<file path="config.mk">
export PLATFORM = sky130hd
export DESIGN_NAME = isu_issue_scheduler
export DESIGN_NICKNAME = d
export VERILOG_FILES = /design/src/rtl/mpc_types.sv /design/src/rtl/isu_oldest_pick.sv /design/src/rtl/isu_issue_scheduler.sv
export SDC_FILE = /design/constraint.sdc
export NUM_CORES = 1
export LEC_CHECK = 0
export CORE_ASPECT_RATIO = 0.7
export CORE_UTILIZATION = 33
export DETAILED_ROUTE_END_ITERATION = 10
export SETUP_SLACK_MARGIN = 0.4
export SLEW_MARGIN = 15
export SYNTH_ARGS = -nofsm -noshare
export SYNTH_HDL_FRONTEND = slang
export SYNTH_HIERARCHICAL = 1
export SYNTH_SLANG_ARGS = --single-unit
export TNS_END_PERCENT = 5
</file>
<file path="constraint.sdc">
create_clock -name clk -period 8.5 [get_ports clk]
set_clock_uncertainty 0.05 [all_clocks]
set_input_delay 1.7 -clock clk [delete_from_list [all_inputs] [get_ports clk]]
set_output_delay 1.7 -clock clk [all_outputs]
set_load 0.02 [all_outputs]
</file>
<file path="src/rtl/mpc_types.sv">
// Shared types for the memory pipeline: the number of crossbar channels and the issue FSM state encoding.
package mpc_types;

   localparam int MPC_CH_NUM  = 3;
   localparam int STALL_CNT_W = 8;

   typedef enum logic {
      IDLE = 1'b0,
      REQ  = 1'b1
   } isu_iss_state_e;

endpackage

</file>
<file path="src/rtl/isu_oldest_pick.sv">
// Picks the oldest requesting LSQ slot, where age runs upward from base_i and wraps at N-1 -> 0.
// The picker is purely combinational and applies no backpressure.
module isu_oldest_pick #(
   parameter int N     = 16,
   parameter int IDX_W = $clog2(N)
) (
   input  logic [N-1:0]     req_i,
   input  logic [IDX_W-1:0] base_i,
   output logic             found_o,
   output logic [IDX_W-1:0] idx_o
);

   logic [IDX_W-1:0] slot;

   // Scan from youngest to oldest so the last hit (smallest offset from base) wins.
   always_comb begin
      found_o = 1'b0;
      idx_o   = '0;
      slot    = '0;
      for (int i = N - 1; i >= 0; i--) begin
         slot = base_i + IDX_W'(i);
         if (req_i[slot]) begin
            found_o = 1'b1;
            idx_o   = slot;
         end
      end
   end

endmodule

</file>
<file path="src/rtl/isu_issue_scheduler.sv">
// Issues the oldest credited LSQ entry on each of three xbar channels, with a 1-cycle latency from credit to valid.
// Each request holds stable while iss_ready is low, and a per-channel counter flags a stall that lasts too long.
module isu_issue_scheduler
   import mpc_types::*;
#(
   parameter int LSQ_SIZE  = 16,
   parameter int IDX_W     = $clog2(LSQ_SIZE),
   parameter int STALL_MAX = 255
) (
   input  logic                                  clk,
   input  logic                                  rst,
   input  logic                                  flush,
   input  logic [LSQ_SIZE-1:0]                   lsq_entry_vld,
   input  logic [LSQ_SIZE-1:0]                   entry_can_execute,
   input  logic [LSQ_SIZE-1:0][1:0]              lsq_entry_channel_id,
   input  logic [IDX_W-1:0]                      lsq_btm_ptr,
   output logic [MPC_CH_NUM-1:0]                 iss_valid,
   output logic [MPC_CH_NUM-1:0][IDX_W-1:0]      iss_lsq_idx,
   input  logic [MPC_CH_NUM-1:0]                 iss_ready,
   output logic [LSQ_SIZE-1:0]                   entry_issued,
   output logic [MPC_CH_NUM-1:0]                 stall_err
);

   localparam logic [STALL_CNT_W-1:0] STALL_LIMIT = STALL_CNT_W'(STALL_MAX);

   isu_iss_state_e                          state_q [MPC_CH_NUM];
   isu_iss_state_e                          state_d [MPC_CH_NUM];
   logic [MPC_CH_NUM-1:0][IDX_W-1:0]        idx_q, idx_d;
   logic [MPC_CH_NUM-1:0][STALL_CNT_W-1:0]  cnt_q, cnt_d;
   logic [MPC_CH_NUM-1:0]                   err_q, err_d;
   logic [LSQ_SIZE-1:0]                     issued_q, issued_d;

   logic [MPC_CH_NUM-1:0][LSQ_SIZE-1:0]     pick_req;
   logic [MPC_CH_NUM-1:0]                   pick_found;
   logic [MPC_CH_NUM-1:0][IDX_W-1:0]        pick_idx;

   // While a channel is in REQ its own entry is masked out, so the pick is the back-to-back successor.
   always_comb begin
      pick_req = '0;
      for (int c = 0; c < MPC_CH_NUM; c++) begin
         for (int e = 0; e < LSQ_SIZE; e++) begin
            pick_req[c][e] = lsq_entry_vld[e] & entry_can_execute[e] & ~issued_q[e] &
                             (lsq_entry_channel_id[e] == 2'(c));
         end
         if (state_q[c] == REQ) begin
            pick_req[c][idx_q[c]] = 1'b0;
         end
      end
   end

   for (genvar g = 0; g < MPC_CH_NUM; g++) begin : g_pick
      isu_oldest_pick #(
         .N     (LSQ_SIZE),
         .IDX_W (IDX_W)
      ) u_pick (
         .req_i   (pick_req[g]),
         .base_i  (lsq_btm_ptr),
         .found_o (pick_found[g]),
         .idx_o   (pick_idx[g])
      );
   end

   always_comb begin
      state_d  = state_q;
      idx_d    = idx_q;
      cnt_d    = cnt_q;
      err_d    = err_q;
      issued_d = issued_q & lsq_entry_vld;
      for (int c = 0; c < MPC_CH_NUM; c++) begin
         case (state_q[c])
            IDLE: begin
               cnt_d[c] = '0;
               if (pick_found[c]) begin
                  state_d[c] = REQ;
                  idx_d[c]   = pick_idx[c];
               end
            end
            REQ: begin
               if (iss_ready[c]) begin
                  issued_d[idx_q[c]] = 1'b1;
                  cnt_d[c]           = '0;
                  if (pick_found[c]) begin
                     idx_d[c] = pick_idx[c];
                  end else begin
                     state_d[c] = IDLE;
                  end
               end else begin
                  if (cnt_q[c] != '1) begin
                     cnt_d[c] = cnt_q[c] + 1'b1;
                  end
                  if (cnt_d[c] == STALL_LIMIT) begin
                     err_d[c] = 1'b1;
                  end
               end
            end
            default: state_d[c] = IDLE;
         endcase
      end
      if (flush) begin
         state_d  = '{default: IDLE};
         cnt_d    = '0;
         issued_d = '0;
      end
   end

   always_ff @(posedge clk) begin
      if (rst) begin
         state_q  <= '{default: IDLE};
         idx_q    <= '0;
         cnt_q    <= '0;
         err_q    <= '0;
         issued_q <= '0;
      end else begin
         state_q  <= state_d;
         idx_q    <= idx_d;
         cnt_q    <= cnt_d;
         err_q    <= err_d;
         issued_q <= issued_d;
      end
   end

   always_comb begin
      for (int c = 0; c < MPC_CH_NUM; c++) begin
         iss_valid[c] = (state_q[c] == REQ);
      end
   end

   assign iss_lsq_idx  = idx_q;
   assign entry_issued = issued_q;
   assign stall_err    = err_q;

endmodule

</file>
# Word level (Yosys, flattened, before mapping)

Cells that the tools add are included.
W data, S select, Z words.

Register bits after elaboration: 58
Bits of input ports: 74
Word-level logic and storage cells: 469

$add $sub $neg: 18
Bitwise logic cells: 112
Muxes and demuxes: 240
$lt $le $gt $ge: 22
Reductions and logical operators: 23
Eq/ne operators: 41

Operators with widths:

| kind                  | count |
|---|---|
| $mux W4               | 54 |
| $bmux W1 S4           | 48 |
| $mux W16              | 9 |
| $mux W1               | 105 |
| $mux W8               | 12 |
| $lt A4 B5 Y1 const B  | 19 |
| $and A1 B1 Y1         | 80 |
| $and A16 B16 Y16      | 4 |
| $not A16 Y16          | 3 |
| $or A16 B16 Y16       | 3 |
| $pmux W8 S2           | 3 |
| $add A4 B4 Y4 const B | 8 |
| $eq A2 B1 Y1 const B  | 16 |
| $eq A2 B2 Y1 const B  | 16 |
| $logic_not A2 Y1      | 16 |
| $add A8 B1 Y8 const B | 3 |
| $eq A8 B8 Y1 const B  | 3 |
| $ne A8 B8 Y1 const B  | 3 |
| $pmux W4 S2           | 3 |
| $not A1 Y1            | 22 |
| $add A4 B3 Y4 const B | 4 |
| $demux W1 S4          | 3 |
| $ge A4 B1 Y1 const B  | 3 |
| $reduce_and A3 Y1     | 3 |
| other kinds (6)       | 13 |

# Depth between registers and ports, before layout

Gate-level depths: netlist (run 1).

Word-level depth: 28
Depth in mapped cells: 17
Mapped depth without buffers: 14

# By module

The synthesis (run 1) kept the hierarchy.

By module, submodules not included:

| module              | instances | cells each | area an instance (um^2) |
|---|---|---|---|
| isu_oldest_pick     | 3         | 259        | 2,328.5 |
| isu_issue_scheduler | 1         | 502        | 3,663.5 |

# Worst setup path before layout (run 1)

No wires, ideal clock.

Kind: input port to flip-flop
Start point: input port lsq_btm_ptr[0]
End point: register idx_q, in the netlist iss_lsq_idx[4]
Path slack: 3.089 ns
Stages on the path: 17
Path buffers: 5
Setup time: 0.128 ns
Data arrival time: 5.233 ns
Required time: 8.322 ns
Cell sequence: buf_6 buf_8 clkbuf_1 clkinv_1 ha_1 clkbuf_1 mux4_2 mux2i_1 mux2_2 nor2b_2 nand2_1 nor4_1 nand4_1 nand2b_1 clkbuf_1 mux2i_1 nor2_1

Word-level cells in the longest chain between the ends: 22
Elaborated cells between the ends (all ways): 82
Classes of those cells: 15 x add/sub; 67 x mux

Ends and longest elaborated chain:

| element                       | RTL line                                             | text |
|---|---|---|
| start, declared               | isu_issue_scheduler.sv:16                            | `input logic [IDX_W-1:0] lsq_btm_ptr,` |
| $add A4 B4 Y4                 | isu_oldest_pick.sv:21                                | `slot = base_i + IDX_W'(i);` |
| $bmux W1 S4                   | isu_oldest_pick.sv:22                                | `if (req_i[slot]) begin` |
| $mux W1 (not written as such) | isu_oldest_pick.sv:22                                |  |
| $mux W1 (15 in series)        | isu_oldest_pick.sv:22                                |  |
| $mux W1 (*)                   | isu_oldest_pick.sv:22                                |  |
| via pick_found[1]             | isu_issue_scheduler.sv:34                            | `logic [MPC_CH_NUM-1:0] pick_found;` |
| $mux W4 (*)                   | isu_issue_scheduler.sv:73, isu_issue_scheduler.sv:82 |  |
| $mux W4                       | isu_issue_scheduler.sv:79                            | `if (iss_ready[c]) begin` |
| $pmux W4 S2 (*)               | isu_issue_scheduler.sv:70                            | `case (state_q[c])` |
| end signal, assigned          | isu_issue_scheduler.sv:115                           | `idx_q <= idx_d;` |
| end, declared                 | isu_issue_scheduler.sv:28                            | `logic [MPC_CH_NUM-1:0][IDX_W-1:0] idx_q, idx_d;` |

The timed path passes the listed nets; every way through them passes the cells marked *. The select of a mux whose other input is x is not followed.
A chain may end at the register's enable or synchronous reset.

# Worst setup path after layout (run 1)

Start point: input port lsq_btm_ptr[0]
End point: register idx_q, in the netlist iss_lsq_idx[11]

Same word-level chain as after synthesis.

==> flow_metrics.py, run 1 <==
metrics = {
    "timing": {
        "max_clock_freq_mhz": 167,
        "setup_viol": 0,
        "finalCritPeriodShare_pct": 70.4,
        "hold_violations": 0,
        "worst_slew_pin_slew_ns": 1.26,
        "max_slew_margin_pct": 14.7,
        "worst_slack_ns": 2.51,
        "whs_ns": 0.422,
        "slew_violations": 0,
        "fin_crit_ns": 5.99,
        "rsz0062_at_grt": "false",
        "fin_tns_setup_ns": 0,
    },
    "clocking": {
        "cts_sinks": 58,
        "clkLatencyLatePin_ns": 0.33,
        "path_clk_slew_ns": 0.05,
        "cts.path.max_buffers": 2,
        "cts_buffers": 9,
        "cts_tree": "built",
        "postCtsSetupBuffers": 0,
        "cts-root-buf": "clkbuf_16",
        "htree_levels": 3,
        "ctsHoldBuffers": 0,
        "cts.repair.resized": 0,
    },
    "global_routing": {
        "grt_pass1_vias": 10000,
        "grt-busiest-layer": "met1",
        "gr-total-overflow": 0,
        "use_met3_pct": 5.41,
        "grt_first_pass_wirelength_um": 63300,
        "grtUsageTotal_pct": 24.4,
        "grt_max_degree": 57,
        "gr-usage-met2_pct": 32.3,
        "antenna_found_initial": 0,
        "grt_use_met1_pct": 39.6,
    },
    "drt": {
        "drt_iter0_drc": 1625,
        "wirelength_um": 41600,
        "antenna_left": 0,
        "first_pass_iters": 7,
        "drc_errors": 0,
        "wl_per_cell_um": 23.5,
        "vias_per_cell": 6.41,
        "vias": 11400,
    },
    "synth": {
        "ys_ff_latch": 58,
        "synth_top_area_share_pct": 11.4,
        "yosysUniqueCellTypes": 82,
        "yosysMostFrequentCell": "nor2_1",
        "synth_common_cells": "134 x nor2_1, 116 x nand2_1, 84 x mux2i_1",
        "yosysTopAreaCell": "mux4_2",
        "ys_top_cells_by_area": "mux4_2 11%, dfxtp_1 11%, mux2i_1 7.9%",
        "ys_seq_area_share_pct": 10.9,
        "synth_edf_count": 0,
        "netlist_instances": 1279,
        "syn-mean-instance-area_um2": 8.33,
        "synth_warnings": 6,
        "synth-main-ff-cell": "dfxtp_1",
        "syn-cell-area_um2": 10600,
        "syn_nets": 1377,
        "synthArstFlopShare_pct": 0,
    },
    "floorplan": {
        "initial_core_util_pct": 33.9,
        "row_count": 54,
        "ios": 108,
        "die_area_um2": 33000,
        "coreArea_um2": 31400,
        "fp.dieH_um": 152,
        "die_x_um": 217,
    },
    "worst_setup_path": {
        "r2r_end": "iss_lsq_idx[4]",
        "end_kind": "flip-flop",
        "worst-r2r-setup-slack_ns": 3.66,
        "crit_path_end": "iss_lsq_idx[11]",
        "crit_path_max_incr_delay_ns": 0.79,
        "worstPathCellList": "buf_4 > clkinv_1 > ha_1 > mux4_2 > mux2i_1 > mux2_2 > nor2b_2 > nand2_1 > nor4_1 > nand4_1 > nand2_1 > nand2_1 > a21oi_1",
        "cp_common_cell": "nand2_1",
        "crit_fanout": 55,
        "rr_startpoint": "iss_valid[1]",
        "cp.arrival_ns": 6.20,
        "path_class": "input port to flip-flop",
        "cp-startpoint": "lsq_btm_ptr[0]",
        "rr_worst_depth": 11,
        "worstPathRequired_ns": 8.71,
        "setup.worst_path.start_class": "input port",
        "cp.depth": 13,
        "crit_family": "simple AND/OR/NAND/NOR gates",
        "crit_slowest_cell": "ha_1",
        "cp_num_buf_inv": 2,
    },
    "cells_and_area": {
        "diodes": 0,
        "layout.nets": 1447,
        "area_growth_pct": 15.8,
        "drive_above_1_share_pct": 14.9,
    },
    "flow_run": {
        "maxCapViolations": 0,
    },
    "placed_design": {
        "dp_hpwl_um": 32600,
        "gp_congestion": 1.03,
        "port_buffers": 107,
        "dp_slack_ns": 2.35,
    },
    "status": {
        "status": "finished clean",
    },
    "power_and_ir_drop": {
        "peakVddDrop_v": 0.000111,
        "p_leak_nw": 4.52,
        "pwr_density_cell_nw_per_um2": 116,
    },
    "hold_path": {
        "hold_class": "flip-flop to flip-flop",
    },
}
-- cells by family (layout without fill, tap and decap cells) --
kind of cell    Yosys count  in the layout  share of synthesized area [%]
compound gates          371            371                           23.2
xor+xnor                 39             39                           4.16
fa+ha+maj                24             24                           2.82
buf+inv                 111            185                           5.15
flops                    58             58                           10.9
mux                     229            229                           33.2
simple gates            447            447                           20.5
-- sequential cells by signal, indices dropped and copies added, names as in the netlist --
name and flops:
iss_lsq_idx 12, stall_err 3, entry_issued 16, cnt_q 24
iss_valid 3
-- per-layer routing --
| layer | part of all wire [%] | vias up |
|---|---|---|
| met3 | 12 | 37 |
| met2 | 39 | 735 |
| met5 | 0 | - |
| li1 | - | 5114 |
| met1 | 48 | 5486 |
| met4 | 1.2 | 0 |
-- through the flow --
stage	cell area [µm²]	std cells	util, %	power, mW
CTS	12300	1773	39.2	1.41
finish	12300	1773	39.3	1.43
global placement	12000	1758	38.2	1.02
detailed placement	12000	1758	38.2	1.01
floorplan	10600	1279	-	0.780
global route	12300	1773	39.3	1.49
-- final cells by class --
| type | count | area [µm²] |
|---|---|---|
| fill | 3136 | 19100 |
| multi-input combinational | 1110 | 8950 |
| timing repair buffer | 128 | 1220 |
| sequential | 58 | 1160 |
| tap | 420 | 526 |
| clock buffer | 13 | 260 |
| inverter | 42 | 161 |
| clock inverter | 2 | 60.1 |
-- power breakdown --
part / total [mW] / internal (mW) / switching, mW
Clock: 0.397 / 0.271 / 0.126
Sequential: 0.336 / 0.289 / 0.0468
Combinational: 0.699 / 0.281 / 0.418
-- layout by cell type, fill, tap and decap left out, drive strengths merged, types with 4 or more instances in the layout --
cell           instances
ha                    24
o21a                  12
mux2                  55
and2                  10
nand3b                19
nor3                  22
xor2                  12
a21oi                 83
mux2i                 96
nand2                116
a32oi                  4
a31oi                 30
a2111oi               12
clkdlybuf4s50        103
o211a                  4
o211ai                23
a31o                   7
nor2                 137
clkbuf                13
nor4                  11
or2                    7
dfxtp                 58
xnor2                 27
buf                   25
nor2b                 15
and3                  20
clkinv                 6
nand2b                22
nand3                 33
a211oi                10
a22oi                 39
o31ai                 11
o21ai                 87
or3                    6
nand4                 12
mux4                  78
nor3b                  4
inv                   36
or3b                   4
o311ai                10
-- tightest hold or removal path, stage by stage, from the launching register on --
cell	delay (ns)
dfxtp_1	0.33
nand2b_1	0.06
o41ai_1	0.05
-- worst min-delay path by stage --
stage / endpoint / depth (start not counted) / slack [ns] / startpoint
after floorplan: cnt_q[9] / 2 / 0.42 / cnt_q[9]
after global placement: stall_err[0] / 2 / 0.41 / stall_err[0]
after detailed placement: stall_err[0] / 2 / 0.41 / stall_err[0]
after CTS: stall_err[0] / 2 / 0.43 / stall_err[0]
after global routing: stall_err[1] / 2 / 0.46 / stall_err[1]
final: stall_err[0] / 2 / 0.42 / stall_err[0]
No activity file was read; power rests on OpenSTA's default activity.
==> run 2, diff against run 1 <==
==> constraint.sdc (replaced) <==
create_clock -name clk -period 4.85 [get_ports clk]
set_clock_uncertainty 0.05 [all_clocks]
set_input_delay 0.97 -clock clk [delete_from_list [all_inputs] [get_ports clk]]
set_output_delay 0.97 -clock clk [all_outputs]
set_load 0.02 [all_outputs]
==> flow_metrics.py, run 2 (synthesis gave the netlist of run 1 again) <==
metrics = {
    "clocking": {
        "cts.path.max_buffers": 2,
        "cts_sinks": 58,
        "cts_tree": "built",
        "clkLatencyLatePin_ns": 0.33,
        "cts_buffers": 9,
        "path_clk_slew_ns": 0.05,
        "cts-root-buf": "clkbuf_16",
        "htree_levels": 3,
    },
    "status": {
        "status": "finished clean",
    },
    "floorplan": {
        "die_area_um2": 33000,
        "coreArea_um2": 31400,
        "fp.dieH_um": 152,
        "ios": 108,
        "die_x_um": 217,
        "row_count": 54,
        "initial_core_util_pct": 33.9,
    },
    "worst_setup_path": {
        "cp.arrival_ns": 4.54,
        "rr_startpoint": "iss_lsq_idx[11]",
        "worstPathCellList": "clkdlybuf4s50_1 > nand3b_1 > nor2_1 > o21ai_0 > nor2_1 > buf_4 > mux4_2 > mux2_2 > mux2i_2 > o21ai_0 > o211ai_1 > o21ai_1 > o31ai_2 > buf_4 > nand3_1 > a21oi_1",
        "cp_num_buf_inv": 3,
        "crit_path_end": "iss_lsq_idx[2]",
        "setup.worst_path.start_class": "input port",
        "rr_worst_depth": 12,
        "r2r_end": "iss_valid[2]",
        "worstPathRequired_ns": 5.05,
        "crit_slowest_cell": "mux4_2",
        "worst-r2r-setup-slack_ns": 0.68,
        "crit_fanout": 7,
        "crit_family": "multiplexers",
        "cp-startpoint": "lsq_entry_vld[9]",
        "cp.depth": 16,
        "crit_path_max_incr_delay_ns": 0.45,
        "end_kind": "flip-flop",
        "path_class": "input port to flip-flop",
    },
    "timing": {
        "finalCritPeriodShare_pct": 89.5,
        "fin_crit_ns": 4.34,
        "max_slew_margin_pct": 38.5,
        "whs_ns": 0.414,
        "fin_tns_setup_ns": 0,
        "worst_slack_ns": 0.511,
        "setup_viol": 0,
        "worst_slew_pin_slew_ns": 0.916,
        "hold_violations": 0,
        "rsz0062_at_grt": "true",
        "slew_violations": 0,
        "max_clock_freq_mhz": 230,
    },
    "power_and_ir_drop": {
        "p_clk_share_pct": 27.1,
        "peakVddDrop_v": 0.000217,
        "seqPwrFrac_pct": 22.0,
        "power_mw": 2.62,
        "combPwrFrac_pct": 51.0,
        "p_leak_nw": 4.87,
        "p_int_mw": 1.55,
        "pwr_density_cell_nw_per_um2": 201,
        "p_switching_mw": 1.07,
        "switching_share_pct": 40.8,
    },
    "drt": {
        "vias": 11600,
        "wirelength_um": 41100,
        "first_pass_iters": 6,
        "antenna_left": 0,
        "wl_per_cell_um": 22.2,
        "drt_iter0_drc": 1324,
        "vias_per_cell": 6.24,
        "drc_errors": 0,
    },
    "global_routing": {
        "grt_first_pass_wirelength_um": 62700,
        "grt_max_degree": 57,
        "grtUsageTotal_pct": 24.2,
        "gr-total-overflow": 0,
        "antenna_found_initial": 1,
        "grt_pass1_vias": 10400,
    },
    "placed_design": {
        "dp_slack_ns": 0.0294,
        "dp_hpwl_um": 32800,
        "port_buffers": 107,
        "gp_congestion": 0.994,
    },
    "cells_and_area": {
        "area_growth_pct": 22.6,
        "largest_register_ffs": 24,
        "fin_util_pct": 41.6,
        "layout.nets": 1522,
        "regMostFlops": "cnt_q",
        "layout_commonest_cell": "nor2_1",
        "mostFrequentLayoutCells": "126 x nor2_1, 116 x nand2_1, 103 x clkdlybuf4s50_1",
        "drive_above_1_share_pct": 21.9,
    },
    "hold_path": {
        "hold_class": "flip-flop to flip-flop",
    },
    "flow_run": {
        "maxCapViolations": 0,
    },
}
-- run 2: per-stage QoR --
step / instance area (µm²) / instances
global placement: 12600 / 1827
floorplan: 10700 / 1279
CTS: 12900 / 1843
detailed placement: 12600 / 1827
global route: 13100 / 1849
finish: 13100 / 1850
-- run 2: timing repair --
item                                   4_1_cts  5_1_grt
gates resized for setup                      1       41
buffers inserted                             0        6
hold buffers                                 0        0
endpoints found under the hold margin        0        0
pin swaps                                    0        7
setup endpoints to repair                    3       14
-- run 2: routing by layer --
layer	wire, µm	global-route usage, %
met1	19000	36.9
met2	16500	32.7
met5	0	0
met4	453	4.02
met3	5040	7.72
-- run 2: worst register-to-register path, stage by stage, from the launching register on --
cell and delay [ns]:
dfxtp_1 0.69, nor2b_1 0.55, a21oi_2 0.22, mux4_1 0.67
mux2_2 0.38, mux2_2 0.31, nor2_1 0.15, nand2_1 0.10
nor4_1 0.29, nand4_1 0.24, buf_4 0.22, nor2_1 0.10
nor2_1 0.05
-- run 2: worst min path at each step --
stage | startpoint | end | cells past startpoint
global placement | stall_err[0] | stall_err[0] | 2
CTS | stall_err[0] | stall_err[0] | 2
finish | stall_err[0] | stall_err[0] | 2
global route | stall_err[2] | stall_err[2] | 2
floorplan | cnt_q[9] | cnt_q[9] | 2
detailed placement | stall_err[0] | stall_err[0] | 2
-- run 2: layout make-up --
cell class              count  area (µm²)
repair buffers            203        1800
flip-flops and latches     58        1160
well taps                 420         526
fillers                  3175       18400
diodes                      1        2.50
clock buffers              12         256
inverters                  42         161
multi-input cells        1110        9070
clock inverters             4        73.8
-- run 2: power groups by stage --
stage	sequential, mW	combinational [mW]	clock (mW)
detailed placement	0.580	1.26	0
global route	0.580	1.42	0.740
global placement	0.579	1.26	0
floorplan	0.576	0.794	0
CTS	0.570	1.27	0.719
finish	0.576	1.34	0.710
